### src/rtl/encoder_pkg.sv
// Shared types and constants for the rotary-encoder reader.
// Combinational definitions only: no latency, no flow control.
package encoder_pkg;

    localparam int CNT_W      = 16;
    localparam int BYTE_W     = 8;
    localparam int PERIOD_DEF = 50000;
    localparam int LOCK_W_DEF = 2;
    localparam int SETTLE_DEF = 4;

    typedef enum logic [2:0] {
        IDLE,
        LOCK,
        LWAIT,
        CSHI,
        CSLO,
        DONE
    } state_t;

    // Dwell counter counts down to zero, so an n-cycle stay loads n-1.
    function automatic logic [CNT_W-1:0] dwell_load(input int n);
        return CNT_W'(n - 1);
    endfunction

endpackage

### src/rtl/encoder_reader_if.sv
// Decoder-side byte bus plus the assembled result presented to the application.
// Wires only: no latency; the result side has no backpressure (valid is a pulse).
interface encoder_reader_if;
    import encoder_pkg::*;

    logic              lock;
    logic              cs;
    logic [BYTE_W-1:0] data8;
    logic [CNT_W-1:0]  value;
    logic [CNT_W-1:0]  delta;
    logic              moved;
    logic              valid;

    modport master (
        output lock, cs, value, delta, moved, valid,
        input  data8
    );

    modport slave (
        input  lock, cs, value, delta, moved, valid,
        output data8
    );

endinterface

### src/rtl/encoder_reader_tick_gen.sv
// Free-running period timer: one-cycle tick every PERIOD cycles while en is high.
// Tick is combinational from the count; held at zero (no tick) while disabled.
module tick_gen #(
    parameter int PERIOD = 50000
) (
    input  logic clk,
    input  logic reset,
    input  logic en,
    output logic tick
);
    localparam int            TW   = $clog2(PERIOD);
    localparam logic [TW-1:0] LAST = TW'(PERIOD - 1);

    logic [TW-1:0] cnt;

    assign tick = en && (cnt == LAST);

    always_ff @(posedge clk) begin
        if (reset || !en) begin
            cnt <= '0;
        end else if (cnt == LAST) begin
            cnt <= '0;
        end else begin
            cnt <= cnt + TW'(1);
        end
    end

endmodule

### src/rtl/encoder_reader.sv
// Latches the encoder decoder, reads its count as two bytes and reports value/delta.
// start->valid latency is 1+LOCK_W+2+2*SETTLE cycles; start and ticks while busy are dropped.
module encoder_reader
    import encoder_pkg::*;
#(
    parameter int PERIOD = PERIOD_DEF,
    parameter int LOCK_W = LOCK_W_DEF,
    parameter int SETTLE = SETTLE_DEF
) (
    input  logic             clk,
    input  logic             reset,
    input  logic             start,
    input  logic             auto_en,
    output logic             busy,
    encoder_reader_if.master bus
);
    state_t             state;
    state_t             state_nxt;
    logic [CNT_W-1:0]   dwell;
    logic [CNT_W-1:0]   dwell_nxt;
    logic [BYTE_W-1:0]  hi_byte;
    logic [CNT_W-1:0]   sample;
    logic               tick;
    logic               last;

    tick_gen #(.PERIOD(PERIOD)) u_tick_gen (
        .clk   (clk),
        .reset (reset),
        .en    (auto_en),
        .tick  (tick)
    );

    assign sample = {hi_byte, bus.data8};
    assign last   = (dwell == '0);

    always_comb begin
        state_nxt = state;
        dwell_nxt = '0;
        bus.lock  = 1'b0;
        bus.cs    = 1'b0;
        bus.valid = 1'b0;
        busy      = 1'b1;
        case (state)
            IDLE: begin
                busy = 1'b0;
                // A start coinciding with a tick still yields a single read.
                if (start || tick) begin
                    state_nxt = LOCK;
                    dwell_nxt = dwell_load(LOCK_W);
                end
            end
            LOCK: begin
                bus.lock = 1'b1;
                if (last) begin
                    state_nxt = LWAIT;
                    dwell_nxt = dwell_load(2);
                end else begin
                    dwell_nxt = dwell - CNT_W'(1);
                end
            end
            LWAIT: begin
                if (last) begin
                    state_nxt = CSHI;
                    dwell_nxt = dwell_load(SETTLE);
                end else begin
                    dwell_nxt = dwell - CNT_W'(1);
                end
            end
            CSHI: begin
                bus.cs = 1'b1;
                if (last) begin
                    state_nxt = CSLO;
                    dwell_nxt = dwell_load(SETTLE);
                end else begin
                    dwell_nxt = dwell - CNT_W'(1);
                end
            end
            CSLO: begin
                if (last) begin
                    state_nxt = DONE;
                end else begin
                    dwell_nxt = dwell - CNT_W'(1);
                end
            end
            DONE: begin
                bus.valid = 1'b1;
                state_nxt = IDLE;
            end
            default: begin
                state_nxt = IDLE;
            end
        endcase
    end

    always_ff @(posedge clk) begin
        if (reset) begin
            state     <= IDLE;
            dwell     <= '0;
            hi_byte   <= '0;
            bus.value <= '0;
            bus.delta <= '0;
            bus.moved <= 1'b0;
        end else begin
            state <= state_nxt;
            dwell <= dwell_nxt;
            if (state == CSHI && last) begin
                hi_byte <= bus.data8;
            end
            // Low byte goes straight into value; delta wraps mod 2^16.
            if (state == CSLO && last) begin
                bus.value <= sample;
                bus.delta <= sample - bus.value;
                bus.moved <= (sample != bus.value);
            end
        end
    end

endmodule
### src/flat_wrapper.sv
// flat-port wrapper written by rule: the top's interface ports become plain ports
module encoder_reader_flat import encoder_pkg::*;
#(
    parameter int PERIOD = PERIOD_DEF,
    parameter int LOCK_W = LOCK_W_DEF,
    parameter int SETTLE = SETTLE_DEF
)
  (clk, reset, start, auto_en, busy, bus_lock, bus_cs, bus_value, bus_delta, bus_moved, bus_valid, bus_data8);
  encoder_reader_if bus_i ();
  input  logic clk;
  input  logic reset;
  input  logic start;
  input  logic auto_en;
  output logic busy;
  output wire logic [$bits(bus_i.lock)-1:0] bus_lock;
  output wire logic [$bits(bus_i.cs)-1:0] bus_cs;
  output wire logic [$bits(bus_i.value)-1:0] bus_value;
  output wire logic [$bits(bus_i.delta)-1:0] bus_delta;
  output wire logic [$bits(bus_i.moved)-1:0] bus_moved;
  output wire logic [$bits(bus_i.valid)-1:0] bus_valid;
  input wire logic [$bits(bus_i.data8)-1:0] bus_data8;
  assign bus_lock = bus_i.lock;
  assign bus_cs = bus_i.cs;
  assign bus_value = bus_i.value;
  assign bus_delta = bus_i.delta;
  assign bus_moved = bus_i.moved;
  assign bus_valid = bus_i.valid;
  assign bus_i.data8 = bus_data8;
  encoder_reader #(.PERIOD(PERIOD), .LOCK_W(LOCK_W), .SETTLE(SETTLE)) u_core (.clk(clk), .reset(reset), .start(start), .auto_en(auto_en), .busy(busy), .bus(bus_i));
endmodule
### config.mk
export PLATFORM = sky130hd
export DESIGN_NAME = encoder_reader_flat
export DESIGN_NICKNAME = d
export VERILOG_FILES = /design/src/rtl/encoder_pkg.sv /design/src/rtl/encoder_reader_if.sv /design/src/rtl/encoder_reader_tick_gen.sv /design/src/rtl/encoder_reader.sv /design/src/flat_wrapper.sv
export SDC_FILE = /design/constraint.sdc
export NUM_CORES = 1
export LEC_CHECK = 0
export ABC_AREA = 1
export BUFFER_PORTS_ARGS = -buffer_cell sky130_fd_sc_hd__buf_2
export CAP_MARGIN = 20
export CELL_PAD_IN_SITES_DETAIL_PLACEMENT = 0
export CELL_PAD_IN_SITES_GLOBAL_PLACEMENT = 1
export CORE_ASPECT_RATIO = 1.75
export CORE_MARGIN = 3
export CORE_UTILIZATION = 41
export CTS_CLUSTER_DIAMETER = 80
export DETAILED_ROUTE_END_ITERATION = 16
export PLACE_DENSITY = 0.78
export SLEW_MARGIN = 10
export SYNTH_ARGS = -nofsm -noshare
export SYNTH_HDL_FRONTEND = slang
export SYNTH_SLANG_ARGS = --single-unit
### constraint.sdc
create_clock -name clk -period 3.05 [get_ports clk]
set_input_delay 0.4575 -clock clk [delete_from_list [all_inputs] [get_ports clk]]
set_output_delay 0.4575 -clock clk [all_outputs]
set_load 0.03 [all_outputs]
==> run summary, run 1 <==
Status: complete, no violations
I/O Buffers: 48
Number of global-route vias before repair: 3934
Mapped Nets: 650
WHS Endpoint: u_core.dwell[0]$_SDFF_PP0_
Tcrit/Tclk final: 61.92%
Vias: 3929
IO Pins: 49
Util after Layout: 48.76%
Total power: 3.371 mW
Layout Skew: 4.481 ps
Worst reg-to-reg path cell count: 9
DRT Pass-1 Iters: 4
Area contributors post-synth: dfxtp_1 36%, nand2_1 12%, inv_1 8.6%, nor2_1 8.2%, ha_1 5.4%
First-pass GRT wire length: 18310 um
Final Hold Slack: 315.7 ps
Die area: 11470 sq um
Largest net degree at the start of global routing: 45
Slew HR: 55.19%
# resized after CTS: 0
Total gr overflow: 0
Min-Delay Path Class: in2reg
Crit start category: flop
Setup Slack @ Placement: 980.8 ps
Crit Path Max Fanout: 30
Fill count: 1075
Clk sinks: 76
Clock network power share: 32.9%
Setup TNS: 0 ps
H-tree depth: 3
Total Wirelength: 10630 um
P_leak: 2.404 nW
Pint: 2.156 mW
Residual DRC: 0
Mapped Area: 4172 sq um
Synth top area share: 36.47%
Root buf cell: clkbuf_16
Worst IR Drop VDD: 0.0003593 V
Die width: 82.25 um
Row count: 48
Initial DRC count: 143
Fin crit period: 1889 ps
Routability Congestion: 0.9005
Final Setup Violations: 0
Cell count after synthesis: 619
CTS Buf Count: 9
R2r setup slk: 1160 ps
Worst slew pin tran: 670.5 ps
Max-slew violation count: 0
Combinational fraction of design power: 33.6%
Synth warn: 0
Critical setup path kind: reg2reg
Syn avg cell area: 6.739 sq um
# hold bufs at CTS: 0
R2R Path Start: u_core.dwell[0]$_SDFF_PP0_
Hold Violations, Final: 0
Wire per inst: 13.30 um
Detail Route Antenna Nets: 0
Final #Nets: 700
Initial antenna violation count: 0
RSZ-0062 raised after global routing: false
Power density cells: 697.6 nW/um^2
Part of the power in registers: 33.5%
Initial Util: 42.10%
Hold Crit Depth: 2
Share of the yosys chip area belonging to registers: 36.47%
Hold_sp: reset
Total track usage: 20.50%
Yosys top cell by area: dfxtp_1
Clock-pin slew of the registers on the worst-case setup and hold paths: 60 ps
Final worst slack: 1161 ps
Max-cap violations: 0
Area of the core: 9910 sq um
Count of cell types in the netlist: 34
WP data required: 3280 ps
F_max: 0.5295 GHz
Switch share: 36.04%
Yosys reg bits: 76
Avg Vias per Cell: 4.917
Max clock buf depth: 2
Switching power: 1.215 mW
Share of layout cells above drive strength 1: 12.17%
Critical path capture point type: flop
CTS tree: yes
# diodes: 0
Post-CTS setup buffer count: 0
Area growth, synth to finish: 15.84%
Die height: 139.4 um
Worst R2R End: u_core.bus.delta[13]$_SDFFE_PP0P_
DP HPWL: 8262 um
CP arrival: 2120 ps
Worst-skew pair later-pin latency: 340 ps
==> cell usage after synthesis, drive strengths merged <==
master,n
nand2,133
nor2,99
inv,97
dfxtp,76
a21oi,42
o21ai,38
nand3,35
ha,18
nor3,16
xor2,14
o21a,9
xnor2,9
buf,8
nand4,6
or2,4
clkbuf,3
nor3b,3
nor4,3
clkinv,2
and2,1
fa,1
o211ai,1
o22ai,1
==> critical path, stage by stage, from the launching register on <==
cell	delay [ps]
dfxtp_1	310
inv_1	90
ha_1	210
nand3_1	100
nor2_2	100
nand2_2	130
nor2_4	550
nand2_1	110
nor2_1	140
nor2_1	50
==> power groups by stage <==
stage               Sequential (mW)  Combinational [mW]  Clock (mW)
floorplan                      1.16               0.875           0
global placement               1.15                1.12           0
detailed placement             1.15                1.13           0
CTS                            1.13                1.14        1.14
global route                   1.14                1.31        1.18
finish                         1.13                1.13        1.11
==> cell usage in the layout (no fill, tap or decap), types with 2 or more instances in the layout <==
cell type / Yosys / layout
o21ai_1: 9 / 9
buf_2: 4 / 48
nand3_1: 34 / 34
xor2_1: 14 / 14
o21a_1: 9 / 9
buf_4: 1 / 2
nor3b_1: 3 / 3
inv_1: 96 / 96
ha_1: 18 / 18
clkbuf_16: 0 / 9
o21ai_0: 29 / 29
or2_2: 4 / 4
nor4_1: 3 / 3
nor3_1: 14 / 14
nand2_1: 132 / 132
nor2_2: 7 / 7
dfxtp_1: 76 / 76
nor2_1: 91 / 91
clkinv_1: 2 / 2
xnor2_1: 9 / 9
a21oi_1: 42 / 42
clkbuf_8: 0 / 3
nand4_1: 6 / 6
==> sequential cells by signal, indices dropped and copies added, names as in the netlist <==
signal / flops
u_core.u_tick_gen.cnt: 16
u_core.bus.moved: 1
u_core.hi_byte: 8
u_core.dwell: 16
u_core.state: 3
u_core.bus.delta: 16
u_core.bus.value: 16
==> metal layers <==
layer  share of wire [%]  vias to the layer above  global-route usage, %
met4                 4.4                        0                  10.16
li1                    -                     2047                      -
met3                 3.4                       25                  3.821
met2                  54                       71                  36.51
met5                   0                        -                      0
met1                  39                     1786                  22.15
==> how the worst max path moves through the flow <==
stage                                                   end  slack, ps                       start
after floorplan            u_core.bus.delta[8]$_SDFFE_PP0P_       1280                bus_data8[0]
final                     u_core.bus.delta[13]$_SDFFE_PP0P_       1160  u_core.dwell[0]$_SDFF_PP0_
after global routing       u_core.bus.delta[6]$_SDFFE_PP0P_        860  u_core.dwell[0]$_SDFF_PP0_
after CTS                 u_core.bus.delta[13]$_SDFFE_PP0P_       1130  u_core.dwell[0]$_SDFF_PP0_
after global placement     u_core.bus.delta[8]$_SDFFE_PP0P_        990                bus_data8[0]
after detailed placement   u_core.bus.delta[8]$_SDFFE_PP0P_        980                bus_data8[0]
==> per-stage QoR <==
stage,instances,cell area [sq um]
final,799,4832
after global routing,799,4832
after CTS,799,4832
after detailed placement,783,4518
after global placement,783,4518
after floorplan,619,4172
==> cells by family (layout without fill, tap and decap cells) <==
kind of cell	after synthesis	count (layout)	synth area share, %
compound gates	91	91	11.55
xor+xnor	23	23	4.829
fa+ha+maj	19	19	5.879
buf+inv	110	165	10.47
flops	76	76	36.47
simple gates	300	300	30.80
==> cell type report <==
type                       instances  area, sq um  area share, %
clock buffer                      13        270.3          5.593
clock inverter                     3        43.79         0.9063
inverter                          99        371.6          7.690
multi-input combinational        433         2213          45.81
sequential                        76         1521          31.49
tap                              125        156.4          3.237
timing repair buffer              50        255.2          5.282
No activity file was read; power rests on OpenSTA's default activity.
==> run 2, diff against run 1 <==
--- a/config.mk
+++ b/config.mk
@@ -5,7 +5,7 @@
 export SDC_FILE = /design/constraint.sdc
 export NUM_CORES = 1
 export LEC_CHECK = 0
-export ABC_AREA = 1
+export ABC_AREA = 0
 export BUFFER_PORTS_ARGS = -buffer_cell sky130_fd_sc_hd__buf_2
 export CAP_MARGIN = 20
 export CELL_PAD_IN_SITES_DETAIL_PLACEMENT = 0
@@ -15,7 +15,7 @@
 export CORE_UTILIZATION = 41
 export CTS_CLUSTER_DIAMETER = 80
 export DETAILED_ROUTE_END_ITERATION = 16
-export PLACE_DENSITY = 0.78
+export PLACE_DENSITY = 0.75
 export SLEW_MARGIN = 10
 export SYNTH_ARGS = -nofsm -noshare
 export SYNTH_HDL_FRONTEND = slang
==> constraint.sdc (replaced) <==
create_clock -name clk -period 1.9 [get_ports clk]
set_input_delay 0.285 -clock clk [delete_from_list [all_inputs] [get_ports clk]]
set_output_delay 0.285 -clock clk [all_outputs]
set_load 0.03 [all_outputs]
==> run summary, run 2 <==
Status: finished, violations left
Failing checks: setup timing
RSZ-0062 raised after global routing: true
Synth async-reset ratio: 0%
Placed cells: 665
Tcrit/Tclk final: 105.6%
Count of cell types in the netlist: 53
Final worst slack: -107.2 ps
Synth top area share: 39.67%
Mapped Nets: 495
Largest net degree at the start of global routing: 36
Avg Vias per Cell: 5.126
Die width: 79.11 um
Most frequent cells in the layout: 64 x dfxtp_1, 58 x nor2_1, 50 x buf_4
Cell Count, Final, Fillers Out: 690
Share of layout cells above drive strength 1: 35.96%
IO Pins: 49
R2R Path Start: u_core.dwell[4]$_SDFF_PP0_
I/O Buffers: 48
Crit path from: u_core.dwell[4]$_SDFF_PP0_
Critical path capture point type: flop
Worst slew pin tran: 427.1 ps
Critical setup path kind: reg2reg
Yosys reg bits: 76
Most frequent cell after synthesis: dfxtp_1
Crit Path Max Fanout: 9
# diodes: 0
P_leak: 2.259 nW
Fill count: 880
Residual DRC: 0
Fin crit period: 2007 ps
R2r setup slk: -110 ps
Final Setup Violations: 48
Worst R2R End: u_core.bus.value[9]$_SDFFE_PP0P_
Yosys top cell by area: dfxtp_1
Total Wirelength: 10130 um
Cell count after synthesis: 464
Worst reg-to-reg path cell count: 8
Layout Skew: 11.28 ps
Max-cap violations: 0
Initial DRC count: 138
Min-Delay Path Class: in2reg
Util after Layout: 59.05%
CP arrival: 2270 ps
Hold Violations, Final: 0
Row count: 46
End point of the critical path: u_core.bus.value[9]$_SDFFE_PP0P_
WP data required: 2170 ps
Share of the yosys chip area belonging to registers: 39.67%
Number of flops mapped to enable cells by yosys: 0
Initial Util: 42.17%
Root buf cell: clkbuf_16
Most common cell after layout, fill and taps aside: dfxtp_1
Area of the core: 9094 sq um
Area growth, synth to finish: 40.03%
H-tree depth: 3
Max clock buf depth: 2
Slew HR: 71.47%
Area contributors post-synth: dfxtp_1 40%, ha_1 5.9%, nand2_1 5.9%, nor2_1 5.9%, a21oi_1 5.0%
Routability Congestion: 0.9261
Final Hold Slack: 229.5 ps
Initial antenna violation count: 0
Final #Nets: 596
Clk sinks: 76
F_max: 0.4982 GHz
FF/Latch Area: 1554 sq um
Worst-skew pair later-pin latency: 340 ps
Crit start category: flop
Wire per inst: 14.68 um
Power density cells: 1237 nW/um^2
Die area: 10600 sq um
Multi-input gate area: 2476 sq um
Number of global-route vias before repair: 3530
Max-slew violation count: 0
Total power: 6.644 mW
DRT Pass-1 Iters: 4
CTS tree: yes
Total track usage: 19.71%
First-pass GRT wire length: 16630 um
Die height: 133.9 um
Syn avg cell area: 8.265 sq um
Total gr overflow: 0
Mapped Area: 3835 sq um
# hold bufs at CTS: 0
Vias: 3537
DP HPWL: 7462 um
Clock-pin slew of the registers on the worst-case setup and hold paths: 60 ps
Primary FF master, synth: dfxtp_1
Detail Route Antenna Nets: 0
CTS Buf Count: 9
Synth warn: 0
Post-synth top cells: 76 x dfxtp_1, 60 x nand2_1, 60 x nor2_1
Worst IR Drop VDD: 0.0006885 V
==> run 2: area by class of cell <==
class	instances	share of cell area, %
Timing Repair Buffer	108	14.35
Sequential cell	76	28.94
Tap cell	120	2.796
Inverter	25	1.747
Clock inverter	5	1.538
Multi-Input combinational cell	345	46.11
Clock buffer	11	4.520
==> run 2: metal layers <==
layer  up-vias  routed length (um)  global-route usage, %
met2        56                5357                  35.18
met1      1677                4171                  22.64
met4         0                 222                  6.692
met5         -                   0                      0
li1       1786                   -                      -
met3        18                 379                  4.704
==> run 2: timing repair <==
| action | 4_1_cts | 5_1_grt |
|---|---|---|
| pin swaps | 24 | 18 |
| gates cloned | 1 | 3 |
| endpoints found under the setup margin | 50 | 60 |
| gates resized for setup | 40 | 36 |
| buffers inserted | 6 | 1 |
==> run 2: worst min path at each step <==
stage,end,startpoint,cells after the start,slack [ps]
2_1_floorplan,u_core.bus.value[2]$_SDFFE_PP0P_,bus_data8[2],2,420
3_3_place_gp,u_core.u_tick_gen.cnt[0]$_SDFF_PP0_,u_core.u_tick_gen.cnt[0]$_SDFF_PP0_,1,440
3_5_place_dp,u_core.bus.delta[5]$_SDFFE_PP0P_,u_core.bus.delta[5]$_SDFFE_PP0P_,2,450
4_1_cts,u_core.dwell[0]$_SDFF_PP0_,reset,2,220
5_1_grt,u_core.state[0]$_SDFFE_PP0P_,reset,2,230
6_report,u_core.bus.value[6]$_SDFFE_PP0P_,bus_data8[6],3,230
==> run 2: kinds of logic after synthesis <==
logic type,count (synthesis),synth area share (%)
mux,10,2.643
flops,76,39.67
fa+ha+maj,19,6.395
compound gates,83,13.34
buf+inv,43,4.698
simple gates,197,25.03
xor+xnor,36,8.222
==> run 2: power breakdown <==
part | switching, mW | total [mW] | internal (mW)
Sequential | 0.138 | 1.86 | 1.72
Clock | 0.691 | 1.88 | 1.19
Combinational | 1.44 | 2.90 | 1.46
Total | 2.27 | 6.64 | 4.38
==> run 2: metrics by stage <==
stage | instance area, sq um | setup TNS (ps) | setup WS (ps)
after floorplan | 3980 | -206.6 | -57.01
after global placement | 4661 | -2389 | -159.1
after detailed placement | 4661 | -4299 | -212.6
after CTS | 5210 | -2975 | -109.4
after global routing | 5370 | -8401 | -211.5
final | 5370 | -2973 | -107.2
==> run 2: critical path, stage by stage, from the launching register on <==
cell and delay [ps]:
dfxtp_2 320, or4_4 550, nor3_4 270, nand3_2 150
nor2_4 200, buf_6 140, buf_8 120, nand2_1 70
a21oi_2 120
==> run 3, diff against run 2 <==
--- a/config.mk
+++ b/config.mk
@@ -12,10 +12,10 @@
 export CELL_PAD_IN_SITES_GLOBAL_PLACEMENT = 1
 export CORE_ASPECT_RATIO = 1.75
 export CORE_MARGIN = 3
-export CORE_UTILIZATION = 41
+export CORE_UTILIZATION = 35
 export CTS_CLUSTER_DIAMETER = 80
 export DETAILED_ROUTE_END_ITERATION = 16
-export PLACE_DENSITY = 0.75
+export PLACE_DENSITY = 0.66
 export SLEW_MARGIN = 10
 export SYNTH_ARGS = -nofsm -noshare
 export SYNTH_HDL_FRONTEND = slang
==> run summary, run 3 (synthesized netlist as in run 2, its figures left out) <==
Total gr overflow: 0
Largest net degree at the start of global routing: 36
Max incr delay on CP: 550 ps
DRT Pass-1 Iters: 5
Clock network power share: 26.5%
CTS tree: yes
Pint: 4.301 mW
Worst-skew pair later-pin latency: 340 ps
F_max: 0.4985 GHz
I/O Buffers: 48
Worst path cell trace: or4_4, nor4_4, nand3_2, nor2_4, buf_12, nand3_1, o311ai_2
Final Setup Violations: 39
R2r setup slk: -110 ps
Detail Route Antenna Nets: 0
Root buf cell: clkbuf_16
Clk sinks: 76
Vias: 3574
Row count: 50
Initial Util: 35.85%
Family with the most delay on the worst path: simple AND/OR/NAND/NOR gates
Part of the power in registers: 28.3%
RSZ-0062 raised after global routing: true
Crit Path Max Fanout: 5
Max-cap violations: 0
Crit start category: flop
CTS Buf Count: 9
Max clock buf depth: 2
Initial antenna violation count: 0
Initial DRC count: 87
Crit path max-delay cell type: or4_4
CP arrival: 2250 ps
Slew HR: 69.04%
P_leak: 2.288 nW
Combinational fraction of design power: 45.2%
Total Wirelength: 10480 um
Final worst slack: -106.1 ps
Fin crit period: 2006 ps
Worst slew pin tran: 462.9 ps
Critical setup path kind: reg2reg
Routability Congestion: 0.8527
IO Pins: 49
WP data required: 2140 ps
Util after Layout: 50.26%
Total track usage: 17.62%
Area growth, synth to finish: 40.20%
Die width: 85.13 um
DP HPWL: 7811 um
Switching power: 2.206 mW
Most frequent cells in the layout: 64 x dfxtp_1, 60 x nor2_1, 54 x nand2_1, 54 x buf_4, 48 x buf_2
Residual DRC: 0
Final instance area: 5376 sq um
Status: finished, violations left
Final #Nets: 602
Setup Slack @ Placement: -199.7 ps
Layout Skew: 6.737 ps
Area of the core: 10700 sq um
Number of global-route vias before repair: 3495
Clock-pin slew of the registers on the worst-case setup and hold paths: 60 ps
Failing checks: setup timing
Min-Delay Path Class: in2reg
Hold Violations, Final: 0
Power density cells: 1210 nW/um^2
Max-slew violation count: 0
Die area: 12300 sq um
Most common cell after layout, fill and taps aside: dfxtp_1
First-pass GRT wire length: 17080 um
Placed cell areas: 4701 sq um
Critical path capture point type: flop
Share of layout cells above drive strength 1: 33.51%
Avg Vias per Cell: 5.062
Switch share: 33.90%
Critical path buffers and inverters: 1
H-tree depth: 3
Wire per inst: 14.84 um
Worst IR Drop VDD: 0.001119 V
# diodes: 0
Die height: 144.5 um
Tcrit/Tclk final: 105.6%
==> run 3: layout make-up <==
cell class | instances | area, sq um
clock buffers | 11 | 242.7
clock inverters | 5 | 58.81
fillers | 1090 | 5321
inverters | 25 | 93.84
multi-input cells | 345 | 2435
flip-flops and latches | 76 | 1554
well taps | 130 | 162.7
repair buffers | 114 | 829.5
==> run 3: worst paths after layout <==
check                              startpoint                           endpoint  cells past startpoint
max                u_core.dwell[8]$_SDFF_PP0_  u_core.bus.delta[14]$_SDFFE_PP0P_                      7
min                                     reset       u_core.state[2]$_SDFFE_PP0P_                      2
max reg2reg        u_core.dwell[8]$_SDFF_PP0_  u_core.bus.delta[14]$_SDFFE_PP0P_                      7
min reg2reg  u_core.bus.delta[3]$_SDFFE_PP0P_   u_core.bus.delta[3]$_SDFFE_PP0P_                      2
==> run 3: what timing repair did <==
item,CTS,global route
gates resized for setup,25,29
hold endpoints to repair,0,0
endpoints found under the setup margin,49,58
buffers inserted,7,6
gates cloned,0,1
pin swaps,13,17
hold buffers,0,0
==> run 3: metrics by stage <==
stage	power [mW]	TNS, ps	std cells	hold slack [ps]
CTS	6.305	-2319	699	222.4
global placement	4.333	-3727	677	441.1
finish	6.507	-2205	706	218.0
floorplan	3.439	-206.6	464	415.1
detailed placement	4.359	-4572	677	448.1
global route	6.958	-7148	706	216.1
==> run 3: power groups by stage <==
stage,clock [mW],combinational [mW],sequential (mW)
6_report,1.73,2.94,1.84
5_1_grt,1.86,3.24,1.86
4_1_cts,1.77,2.70,1.84
3_5_place_dp,0,2.49,1.87
3_3_place_gp,0,2.47,1.86
2_1_floorplan,0,1.57,1.87
==> run 3: per-layer routing <==
| metal | up-vias | routed length [um] | track usage (%) |
|---|---|---|---|
| met4 | 0 | 311 | 7.506 |
| met2 | 65 | 5673 | 32.58 |
| met1 | 1688 | 4117 | 18.68 |
| met5 | - | 0 | 0 |
| met3 | 25 | 379 | 4.447 |
| li1 | 1796 | - | - |
